### config.mk
export PLATFORM = sky130hd
export DESIGN_NAME = dbg_host_ctrl
export DESIGN_NICKNAME = d
export VERILOG_FILES = /design/src/rtl/dbg_host_pkg.sv /design/src/rtl/dbg_sync2.sv /design/src/rtl/dbg_host_ctrl.sv
export SDC_FILE = /design/constraint.sdc
export NUM_CORES = 1
export LEC_CHECK = 0
export ABC_AREA = 1
export ABC_CLOCK_PERIOD_IN_PS = 5550
export CAP_MARGIN = 40
export CORE_MARGIN = 2
export CORE_UTILIZATION = 47
export CTS_CLUSTER_DIAMETER = 40
export DETAILED_ROUTE_END_ITERATION = 12
export PLACE_DENSITY = 0.88
export SKIP_CTS_REPAIR_TIMING = 1
export SYNTH_ARGS = -nofsm -noshare
export SYNTH_HDL_FRONTEND = slang
export SYNTH_SLANG_ARGS = --single-unit
### constraint.sdc
create_clock -name clk -period 5.55 [get_ports clk]
set_input_delay 1.11 -clock clk [delete_from_list [all_inputs] [get_ports clk]]
set_output_delay 1.11 -clock clk [all_outputs]
set_load 0.01 [all_outputs]
### src/rtl/dbg_host_pkg.sv
// ----------------------------------------------------------------------------
// dbg_host_pkg : shared states, register indices and data width for the debug
//                host controller.  Rev 1.0
// ----------------------------------------------------------------------------
`default_nettype none

package dbg_host_pkg;

  localparam int DATA_W = 32;

  localparam logic [1:0] DBG_REG0 = 2'd0;
  localparam logic [1:0] DBG_REG1 = 2'd1;
  localparam logic [1:0] DBG_REG2 = 2'd2;
  localparam logic [1:0] DBG_REG3 = 2'd3;

  typedef enum logic [1:0] {
    IDLE = 2'd0,
    REQ  = 2'd1,
    REL  = 2'd2,
    RESP = 2'd3
  } state_t;

endpackage

`default_nettype wire

### src/rtl/dbg_sync2.sv
// ----------------------------------------------------------------------------
// dbg_sync2 : multi-flop synchronizer for a single asynchronous level.
//             Rev 1.0
// ----------------------------------------------------------------------------
`default_nettype none

module dbg_sync2
  import dbg_host_pkg::*;
#(
  parameter int SYNC_STAGES = 2
) (
  input  logic clk,
  input  logic rst,
  input  logic d,
  output logic q
);

  // Fewer than two flops gives no metastability margin, so clamp.
  localparam int STAGES = (SYNC_STAGES < 2) ? 2 : SYNC_STAGES;

  logic [STAGES-1:0] sync_q;

  always_ff @(posedge clk or posedge rst) begin
    if (rst) begin
      sync_q <= '0;
    end else begin
      sync_q <= {sync_q[STAGES-2:0], d};
    end
  end

  assign q = sync_q[STAGES-1];

endmodule

`default_nettype wire

### src/rtl/dbg_host_ctrl.sv
// ----------------------------------------------------------------------------
// dbg_host_ctrl : host-side master turning single-beat commands into a 4-phase
//                 req/ack transfer on the SoC debug port.  Rev 1.0
// ----------------------------------------------------------------------------
`default_nettype none

module dbg_host_ctrl
  import dbg_host_pkg::*;
#(
  parameter int TIMEOUT_CYCLES = 1024,
  parameter int SYNC_STAGES    = 2
) (
  input  logic              clk,
  input  logic              rst,
  input  logic              cmd_valid,
  output logic              cmd_ready,
  input  logic              cmd_wr,
  input  logic [1:0]        cmd_addr,
  input  logic [DATA_W-1:0] cmd_wdata,
  output logic              rsp_valid,
  output logic [DATA_W-1:0] rsp_rdata,
  output logic              rsp_timeout,
  output logic [1:0]        addr,
  output logic [DATA_W-1:0] write_data,
  output logic              wr_en,
  output logic              req,
  input  logic [DATA_W-1:0] read_data,
  input  logic              ack
);

  localparam int              CNT_W    = (TIMEOUT_CYCLES > 2) ? $clog2(TIMEOUT_CYCLES) : 1;
  localparam logic [CNT_W-1:0] CNT_LAST = CNT_W'((TIMEOUT_CYCLES > 0) ? TIMEOUT_CYCLES - 1 : 0);
  localparam bit              TMO_EN   = (TIMEOUT_CYCLES != 0);

  state_t           state;
  logic [CNT_W-1:0] tmo_cnt;
  logic             ack_s;

  dbg_sync2 #(
    .SYNC_STAGES (SYNC_STAGES)
  ) u_ack_sync (
    .clk (clk),
    .rst (rst),
    .d   (ack),
    .q   (ack_s)
  );

  always_ff @(posedge clk or posedge rst) begin
    if (rst) begin
      state       <= IDLE;
      tmo_cnt     <= '0;
      cmd_ready   <= 1'b1;
      req         <= 1'b0;
      wr_en       <= 1'b0;
      addr        <= '0;
      write_data  <= '0;
      rsp_valid   <= 1'b0;
      rsp_rdata   <= '0;
      rsp_timeout <= 1'b0;
    end else begin
      rsp_valid <= 1'b0;
      case (state)
        IDLE: begin
          if (cmd_valid && cmd_ready) begin
            addr       <= cmd_addr;
            write_data <= cmd_wdata;
            wr_en      <= cmd_wr;
            tmo_cnt    <= '0;
            req        <= 1'b1;
            cmd_ready  <= 1'b0;
            state      <= REQ;
          end
        end
        REQ: begin
          if (ack_s) begin
            // read_data is held stable by the SoC while ack is high.
            rsp_rdata   <= wr_en ? '0 : read_data;
            rsp_timeout <= 1'b0;
            req         <= 1'b0;
            state       <= REL;
          end else if (TMO_EN && (tmo_cnt == CNT_LAST)) begin
            rsp_rdata   <= '0;
            rsp_timeout <= 1'b1;
            req         <= 1'b0;
            state       <= REL;
          end else begin
            tmo_cnt <= tmo_cnt + 1'b1;
          end
        end
        REL: begin
          if (!ack_s) begin
            rsp_valid <= 1'b1;
            state     <= RESP;
          end
        end
        RESP: begin
          cmd_ready <= 1'b1;
          state     <= IDLE;
        end
        default: begin
          state <= IDLE;
        end
      endcase
    end
  end

endmodule

`default_nettype wire

# [Yosys cells after proc, flatten, opt, wreduce, memory -nomap -nowiden]
# Index checks and enable logic that the tools add are counted.
[totals] register_bits=85 output_inout_bits=71
[op_classes] addsub=1 eq_ne=9 n_mux=22 n_reduce_logical=11
[ops] op="two-way mux 32 bit" count=3
[ops] op="two-way mux 10 bit" count=3
[ops] op="one-hot mux 10 bit (2 select lines)" count=1
[ops] op="adder 10 x 1 -> 10 bit (second input constant)" count=1
[ops] op="equality test 10 bit (second input constant)" count=1
[ops] op="two-way mux 1 bit" count=8
[ops] op="two-way mux 2 bit" count=4
[ops] op="inequality test 2 bit (second input constant)" count=4
[ops] op="one-hot mux 2 bit (4 select lines)" count=1
[ops] op="AND reduction 2 bit" count=3
[ops] op="AND reduction 3 bit" count=2
[ops] op="nonzero test 2 bit" count=3
[ops] op="equality test 2 bit (second input constant)" count=2
[ops] op="one-hot mux 1 bit (2 select lines)" count=2
[ops] op="AND reduction 4 bit" count=1
[ops] op="inequality test 3 x 2 -> 1 bit (second input constant)" count=1
[ops] op="equality test 2 x 1 -> 1 bit (second input constant)" count=1
[ops] op="logical NOT 2 bit" count=1
[ops] op="logical AND 1 bit" count=1

# [Depth between registers and ports, before layout]
# Gate-level depths: netlist (run 1).
[logic_depth] word_depth=4 mapped_depth=9

# [By module]
# From an unflattened synthesis (run 1), not the netlist that was laid out.
[unflattened] cells_unflattened=417 hier_area_um2=3582.2
[by_module_without_submodules] mod="dbg_host_ctrl" instances=1 cells_per_inst=414 area_per_inst_um2=3528.4 seq_area_each_um2=2078.2
[by_module_without_submodules] mod="dbg_sync2" instances=1 cells_per_inst=3 area_per_inst_um2=53.8 seq_area_each_um2=50.0

# [Worst setup path after synthesis (run 1)]
# OpenSTA, ideal clock, no wires.
[synth_path] path_kind="input-to-reg" startpoint="input cmd_valid" endpoint="register addr[1]" setup_ns=0.066 t_arrival_ns=1.790 path_slack_ns=3.695 stages=5 path_buffers=2 path_cell_list="nand3_1 -> buf_2 -> buf_1 -> nand2_1 -> nand2_1"
[synth_via] elab_chain_len=2
[synth_lines] element="start, declared" line_no="dbg_host_ctrl.sv:15" rtl="input logic cmd_valid,"
[synth_lines] element="logical AND 1 bit" line_no="dbg_host_ctrl.sv:64" rtl="if (cmd_valid && cmd_ready) begin"
[synth_lines] element="AND reduction 2 bit (no source line)"
[synth_lines] element="end signal, assigned" line_no="dbg_host_ctrl.sv:65" rtl="addr <= cmd_addr;"
[synth_lines] element="end, declared" line_no="dbg_host_ctrl.sv:23" rtl="output logic [1:0] addr,"
# Every way passes these cells.
# A chain may end at the register's enable or synchronous reset.

# [Worst setup path after layout (run 1)]
[layout_path] startpoint="input cmd_valid" endpoint="register write_data[1]"
[layout_via] elab_chain_len=2
[layout_lines] element="logical AND 1 bit" line_no="dbg_host_ctrl.sv:64"
[layout_lines] element="AND reduction 2 bit (no source line)"
[layout_lines] element="end signal, assigned" line_no="dbg_host_ctrl.sv:66" rtl="write_data <= cmd_wdata;"
[layout_lines] element="end, declared" line_no="dbg_host_ctrl.sv:24" rtl="output logic [DATA_W-1:0] write_data,"
# Every way passes these cells.

==> qor.yml, run 1 <==
critical_path:
  start_kind: "input pin"
  rrSetupSlack_ns: 3.23
  r2r_start: "state[1]"
  critPathRequiredTime_ns: 5.80
  crit_end: "write_data[1]"
  reg2reg_to: "tmo_cnt[4]"
  critPathCaptureType: "flip-flop"
  cp.arrival_ns: 2.88
  cp_max_fo: 24
  path_class: "in2reg"
  reg2reg_depth: 8
  critPathLaunch: "cmd_valid"
die:
  die_x_um: 92.0
  rows: 32
  start_util: 0.478
  die_area_sq_um: 8460
  chipHeight_um: 92.0
  ios: 142
  core-area_sq_um: 7610
clock_tree:
  clkSlewWorstSetupHoldPaths_ns: 0.09
  clk_latency_ns: 0.36
  max-clock-path-buffers: 2
  cts_max_level: 3
  clockRootBuffer: "clkbuf_8"
  cts_tree: "yes"
  cts_num_sinks: 85
  cts_made_buffers: 9
global_route:
  grt_overflow_total: 0
  grt_max_degree: 40
  grt_pass1_vias: 3430
  antenna_found_initial: 0
  grtUsageTotal: 0.226
  grt_pass1_wl_um: 15300
sta:
  worst_slack_ns: 2.92
  worst-slew-pin-transition_ns: 0.523
  drv_slew: 0
  fin_skew_ns: 0.0143
  slew_headroom: 0.651
  tns_ns: 0
  finalHoldViolCount: 0
  max_freq_mhz: 380
  fin_crit_ns: 2.63
  finalCritPeriodShare: 0.475
  rsz0062_at_grt: "false"
  setup_viol: 0
yosys:
  synth-seq-cells: 85
  yosysSeqAreaShare: 0.585
  syn-num-nets: 497
  yosysWarnings: 0
  yosysUniqueCellTypes: 27
  netlist_instances: 421
  syn-cell-area_sq_um: 3640
  syn_area_per_cell_sq_um: 8.64
hold_path:
  hp-start: "u_ack_sync.sync_q[0]"
  hold_path.class: "reg2reg"
placed_design:
  port_buffers: 141
  hpwl_um: 6570
  place_ws_ns: 2.54
  place_congestion: 0.784
drt:
  drt-initial-drc-count: 155
  post_drt_via_cell_ratio: 5.05
  dr_total_vias: 3360
  routed.top_layer: "met4"
  drcViolationCount: 0
  m1WireLength_um: 3830
  wl_met3_um: 645
  wire_per_inst_um: 13.9
  drt_pass1_iterations: 5
  routed_wl_um: 9240
  wl_met2_um: 4530
  postRouteAntennaNets: 0
final_layout:
  syn_to_final_growth_pct: 46.9
  nets: 634
  num_antenna_cells: 0
  drive_above_1_share: 0.0568
run:
  drv_cap: 0
power_and_ir_drop:
  peakVddDrop_v: 0.000136
  powerDensity_nw_per_um2: 202
  p_leak_nw: 2.48
outcome:
  outcome: "completed"
[per-layer routing]
metal | global-route usage | vias to the layer above
met4 | 0.104 | 0
met3 | 0.0551 | 20
met2 | 0.384 | 121
li1 | - | 1619
met1 | 0.271 | 1600
met5 | 0 | -
[worst max-delay path, cell delays in order]
cell and delay (ns):
clkdlybuf4s50_1 0.44, nand3_1 0.39, clkinv_1 0.50, buf_16 0.31, nand2_1 0.07, nand2_1 0.06
[cell usage in the layout (no fill, tap or decap), types with 5 or more instances in the layout]
cell type	synthesis	layout
ha_1	5	5
inv_1	17	16
clkbuf_8	0	9
nand2_1	179	179
clkdlybuf4s50_1	0	141
dfrtp_1	84	84
o21ai_1	9	9
nand3_1	78	78
nor2_1	8	7
[power by group]
part	switching [mW]	internal (mW)	total, mW
combinational	0.0237	0.0460	0.0697
sequential	0.000634	0.619	0.620
clock	0.226	0.166	0.392
total	0.250	0.831	1.08
[cell usage after synthesis]
| master | count | area (sq um) |
|---|---|---|
| o21ai_1 | 9 | 45.0 |
| clkinv_1 | 1 | 3.75 |
| a21o_1 | 1 | 7.51 |
| nand2_1 | 179 | 672 |
| nand4_4 | 1 | 21.3 |
| buf_6 | 2 | 22.5 |
| o21ai_0 | 2 | 10.0 |
| dfstp_2 | 1 | 26.3 |
| nor2_1 | 8 | 30.0 |
| nand3_1 | 78 | 390 |
| a21oi_1 | 1 | 5.00 |
| clkbuf_1 | 9 | 33.8 |
| inv_2 | 1 | 3.75 |
| ha_1 | 5 | 62.6 |
| dfrtp_1 | 84 | 2100 |
| nor2_2 | 1 | 6.26 |
| o21bai_1 | 1 | 7.51 |
| inv_1 | 17 | 63.8 |
| nor2_4 | 1 | 11.3 |
| or2_2 | 1 | 6.26 |
| a21boi_0 | 1 | 7.51 |
| o21ai_2 | 1 | 8.76 |
| buf_2 | 9 | 45.0 |
| xnor2_1 | 1 | 8.76 |
| nand4_1 | 3 | 18.8 |
| buf_1 | 2 | 7.51 |
| nand3_2 | 1 | 10.0 |
[layout make-up]
class,count,area [sq um]
fillers,576,2260
flip-flops and latches,85,2130
repair buffers,148,1510
multi-input cells,295,1330
clock buffers,10,128
well taps,102,128
inverters,19,72.6
clock inverters,6,43.8
[how the worst min path moves through the flow]
stage,to,depth (start not counted),slack (ns)
2_1_floorplan,u_ack_sync.sync_q[1],0,0.33
3_3_place_gp,u_ack_sync.sync_q[1],0,0.34
3_5_place_dp,u_ack_sync.sync_q[1],0,0.35
4_1_cts,u_ack_sync.sync_q[1],0,0.36
5_1_grt,u_ack_sync.sync_q[1],0,0.38
6_report,u_ack_sync.sync_q[1],0,0.36
[stage by stage]
stage / total power, mW / area, sq um / hold WS (ns) / util / instances
6_report: 1.08 / 5340 / 0.361 / 0.702 / 665
5_1_grt: 1.11 / 5340 / 0.382 / 0.702 / 665
4_1_cts: 1.09 / 5340 / 0.365 / 0.702 / 665
3_5_place_dp: 0.703 / 5170 / 0.345 / 0.680 / 649
3_3_place_gp: 0.699 / 5090 / 0.336 / 0.670 / 645
2_1_floorplan: 0.645 / 3640 / 0.331 / - / 421
[sequential cells by signal, indices dropped and copies added, names as in the netlist]
signal             cells
wr_en                  1
tmo_cnt               10
u_ack_sync.sync_q      2
rsp_timeout            1
rsp_rdata             32
addr                   2
rsp_valid              1
write_data            32
state                  2
req                    1
cmd_ready              1
[kinds of logic after synthesis]
| logic type | share of synthesized area |
|---|---|
| XOR/XNOR | 0.00241 |
| adder cells (fa/ha/maj) | 0.0172 |
| AND/OR/NAND/NOR | 0.321 |
| AO/OA/AOI/OAI | 0.0251 |
| buffers and inverters | 0.0495 |
| flip-flops | 0.585 |
(Power assumes the default switching activity.)
==> inputs of run 2 (changes only) <==
Settings changed: ABC_CLOCK_PERIOD_IN_PS 5550 to 2100, CORE_UTILIZATION 47 to 39, PLACE_DENSITY 0.88 to 0.79.
Clock period 5.55 ns to 2.1 ns, I/O delays scaled along.
==> run 2 against run 1 <==
Register-to-register slack worse by 3.0 ns. Clock power grew to 3.0 times the previous value. Core utilization is 11 points lower. Largest cell class unchanged. Critical path type is now reg2out. Total power grew to 2.8 times the previous value. Cell count is 1.7% higher. Flip-flop and latch count stayed put. Design area is 0.66% higher. Via count is 0.71% lower. Critical path depth is 5 lower.
==> qor.yml, run 2 (synthesized netlist as in run 1, its figures left out) <==
critical_path:
  cp_max_fo: 4
  start_kind: "flip-flop"
  cp_num_buf_inv: 1
  critPathCaptureType: "output pin"
  worst_path_largest_cell_delay_ns: 0.56
  path_cells: "clkdlybuf4s50_1"
  critPathRequiredTime_ns: 1.68
  cp.arrival_ns: 1.48
  path_class: "reg2out"
  cpMaxStageDelayCell: "dfstp_2"
  crit_family: "flip-flops"
final_layout:
  final_cells: 676
  num_antenna_cells: 0
  regArea_sq_um: 2130
  fillers: 807
  reg_top3: "rsp_rdata (32), write_data (32), tmo_cnt (10)"
  nets: 636
  drive_above_1_share: 0.0602
  final_common_cell: "nand2_1"
  mostFrequentLayoutCells: "nand2_1, clkdlybuf4s50_1, dfrtp_1"
  syn_to_final_growth_pct: 47.9
  multi_input_area_sq_um: 1330
global_route:
  grt_use_met3: 0.0700
  use_met1: 0.249
  grt_pass1_vias: 3389
  top_usage_layer: "met2"
  antenna_found_initial: 0
  met2_usage: 0.310
  grt_pass1_wl_um: 15800
  grt_overflow_total: 0
  grtUsageTotal: 0.197
  grt_max_degree: 86
clock_tree:
  cts_tree: "yes"
  cts_made_buffers: 9
  clkSlewWorstSetupHoldPaths_ns: 0.09
  max-clock-path-buffers: 2
  clk_latency_ns: 0.37
  cts_max_level: 3
  cts_num_sinks: 85
  clockRootBuffer: "clkbuf_8"
drt:
  postRouteAntennaNets: 0
  wire_per_inst_um: 13.8
  dr_total_vias: 3336
  drcViolationCount: 0
  drt-initial-drc-count: 211
  drt_pass1_iterations: 5
  routed_wl_um: 9320
  post_drt_via_cell_ratio: 4.93
power_and_ir_drop:
  total_power_mw: 3.00
  peakVddDrop_v: 0.000325
  p_leak_nw: 2.48
  powerDensity_nw_per_um2: 558
sta:
  fin_skew_ns: 0.0169
  finalHoldViolCount: 0
  max_freq_mhz: 526
  finalCritPeriodShare: 0.905
  fin_crit_ns: 1.90
  rsz0062_at_grt: "false"
  tns_ns: 0
  slew_headroom: 0.707
  setup_viol: 0
  worst-slew-pin-transition_ns: 0.440
  drv_slew: 0
placed_design:
  hpwl_um: 6610
  port_buffers: 141
  place_congestion: 0.801
  dpl.cell_count: 660
outcome:
  outcome: "completed"
die:
  die_x_um: 101
  core-area_sq_um: 9150
  die_area_sq_um: 10100
  chipHeight_um: 101
  start_util: 0.397
  rows: 35
  ios: 142
hold_path:
  hold_path.class: "reg2reg"
run:
  drv_cap: 0
## run 2: area by class of cell
class / instances / share of cell area
Multi-Input combinational cell: 295 / 0.248
Clock inverter: 6 / 0.0135
Inverter: 19 / 0.0140
Timing Repair Buffer: 150 / 0.280
Clock buffer: 10 / 0.0237
Sequential cell: 85 / 0.396
Tap cell: 111 / 0.0258
## run 2: worst paths after layout
check / startpoint / endpoint / slack [ns] / cells after the start
worst max-delay path: cmd_ready / cmd_ready / 0.20 / 1
worst min-delay path: u_ack_sync.sync_q[0] / u_ack_sync.sync_q[1] / 0.37 / 0
worst max register to register: tmo_cnt[0] / tmo_cnt[4] / 0.27 / 8
worst min register to register: u_ack_sync.sync_q[0] / u_ack_sync.sync_q[1] / 0.37 / 0
max in group asynchronous: rst / cmd_ready / 1.20 / 3
min in group asynchronous: rst / rsp_rdata[15] / 0.52 / 3
## run 2: through the flow
| stage | hold slack (ns) | area [sq um] | utilization | setup slack [ns] |
|---|---|---|---|---|
| after floorplan | 0.331 | 3640 | - | 0.615 |
| after global placement | 0.336 | 5180 | 0.566 | 0.288 |
| after detailed placement | 0.346 | 5180 | 0.566 | 0.217 |
| after CTS | 0.367 | 5380 | 0.588 | 0.175 |
| after global routing | 0.385 | 5380 | 0.588 | 0.0678 |
| final | 0.366 | 5380 | 0.588 | 0.200 |
## run 2: where the power goes
part | internal (mW) | switching [mW]
logic | 0.119 | 0.0619
clock network | 0.560 | 0.620
registers | 1.64 | 0.00158
## run 2: worst register-to-register path, cell delays in order (launching register included)
cell,delay (ns)
dfrtp_1,0.42
ha_1,0.18
nand2_1,0.10
nor2_4,0.20
nand4_4,0.28
nand3_2,0.36
inv_1,0.07
nand2_1,0.07
nand2_1,0.05
## run 2: metal layers
layer	wire length, um	vias up	part of all wire
met3	877	15	0.094
met1	4070	1568	0.44
met4	159	0	0.017
met2	4210	138	0.45
met5	0	-	0
li1	-	1615	-
==> inputs of run 3 (changes only) <==
Settings changed: REMOVE_ABC_BUFFERS set to 1.
==> run 3 against run 2 <==
First-iteration DRC count down 23%. Clock-buffer cell count down 1. Core utilization up 0.22 points. Sequential power about the same. Flip-flop and latch count unchanged. Total power down 0.32%. Via count up 0.69%. Hold slack worse by 0.013 ns. Setup slack worse by 0.024 ns. Cell count down 0.15%. Design area up 0.37%.
==> qor.yml, run 3 (synthesized netlist as in run 1, its figures left out) <==
die:
  die_x_um: 101
  start_util: 0.397
  die_area_sq_um: 10100
  chipHeight_um: 101
  rows: 35
  ios: 142
  core-area_sq_um: 9150
clock_tree:
  cts_tree: "yes"
  cts_num_sinks: 85
  clk_latency_ns: 0.36
  cts_made_buffers: 9
  max-clock-path-buffers: 2
  clkSlewWorstSetupHoldPaths_ns: 0.09
  clockRootBuffer: "clkbuf_8"
  cts_max_level: 3
sta:
  finalCritPeriodShare: 0.916
  slew_headroom: 0.716
  fin_skew_ns: 0.0107
  holdWs_ns: 0.353
  setup_viol: 0
  fin_crit_ns: 1.92
  max_freq_mhz: 520
  worst-slew-pin-transition_ns: 0.425
  drv_slew: 0
  rsz0062_at_grt: "false"
  finalHoldViolCount: 0
global_route:
  grt_max_degree: 39
  grt_overflow_total: 0
  grt_pass1_wl_um: 15600
  grtUsageTotal: 0.199
  grt_pass1_vias: 3410
  antenna_found_initial: 0
placed_design:
  placed_area_sq_um: 5190
  port_buffers: 141
  place_congestion: 0.766
  hpwl_um: 6840
  dpl.cell_count: 659
power_and_ir_drop:
  total_power_mw: 2.99
  peakVddDrop_v: 0.000427
  powerDensity_nw_per_um2: 554
  p_leak_nw: 2.50
drt:
  drt-initial-drc-count: 162
  post_drt_via_cell_ratio: 4.98
  wire_per_inst_um: 14.2
  postRouteAntennaNets: 0
  routed_wl_um: 9610
  dr_total_vias: 3359
  drt_pass1_iterations: 4
  drcViolationCount: 0
final_layout:
  drive_above_1_share: 0.0603
  reg_top3: "rsp_rdata (32), write_data (32), tmo_cnt (10)"
  fillers: 788
  nets: 635
  syn_to_final_growth_pct: 48.4
  final_common_cell: "nand2_1"
  fin_area_sq_um: 5400
  utilization: 0.590
  final_cells: 675
  mostFrequentLayoutCells: "nand2_1, clkdlybuf4s50_1, dfrtp_1"
  num_antenna_cells: 0
critical_path:
  cpMaxStageDelayCell: "dfstp_2"
  cp.arrival_ns: 1.50
  critPathCaptureType: "output pin"
  crit_family: "flip-flops"
  cp_num_buf_inv: 1
  path_class: "reg2out"
  path_cells: "clkdlybuf4s50_1"
  start_kind: "flip-flop"
  worst_path_largest_cell_delay_ns: 0.58
  cp_max_fo: 4
  critPathRequiredTime_ns: 1.68
run:
  drv_cap: 0
hold_path:
  hold_path.class: "reg2reg"
outcome:
  outcome: "completed"
[run 3: cell count changes in the layout (fill, tap and decap cells not counted), sizes merged]
cell,delta
inv,+1
clkinv,+3
clkbuf,-1
buf,-1
clkinvlp,-3
[run 3: where the power goes]
| part | leakage, nW | internal [mW] | total [mW] | switching [mW] |
|---|---|---|---|---|
| registers | 1.01 | 1.64 | 1.64 | 0.00165 |
| clock network | 0.100 | 0.556 | 1.17 | 0.613 |
| logic | 1.39 | 0.122 | 0.183 | 0.0606 |
[run 3: through the flow]
| step | setup TNS (ns) | worst slack [ns] |
|---|---|---|
| 2_1_floorplan | -75.69 | -0.672 |
| 3_3_place_gp | 0 | 0.165 |
| 3_5_place_dp | 0 | 0.0866 |
| 4_1_cts | 0 | 0.151 |
| 5_1_grt | 0 | 0.0973 |
| 6_report | 0 | 0.176 |
[run 3: worst paths after layout]
check	slack (ns)	start	to	cells after the start
max	0.18	cmd_ready	cmd_ready	1
min	0.35	u_ack_sync.sync_q[0]	u_ack_sync.sync_q[1]	0
max reg2reg	0.22	state[1]	tmo_cnt[9]	6
min reg2reg	0.35	u_ack_sync.sync_q[0]	u_ack_sync.sync_q[1]	0
max in group asynchronous	1.16	rst	cmd_ready	3
min in group asynchronous	0.37	rst	write_data[19]	2
[run 3: cell type report]
| type | count | area [sq um] | share of cell area |
|---|---|---|---|
| repair buffers | 149 | 1520 | 0.282 |
| multi-input cells | 295 | 1340 | 0.248 |
| well taps | 111 | 139 | 0.0257 |
| clock buffers | 9 | 124 | 0.0229 |
| flip-flops and latches | 85 | 2130 | 0.394 |
| clock inverters | 7 | 73.8 | 0.0137 |
| inverters | 19 | 72.6 | 0.0134 |
[run 3: metal layers]
| layer | wire length [um] | GRT usage | vias to the layer above | part of all wire |
|---|---|---|---|---|
| li1 | - | - | 1613 | - |
| met1 | 3970 | 0.238 | 1576 | 0.41 |
| met2 | 4440 | 0.309 | 152 | 0.46 |
| met3 | 1000 | 0.0957 | 18 | 0.10 |
| met4 | 204 | 0.0790 | 0 | 0.021 |
| met5 | 0 | 0 | - | 0 |
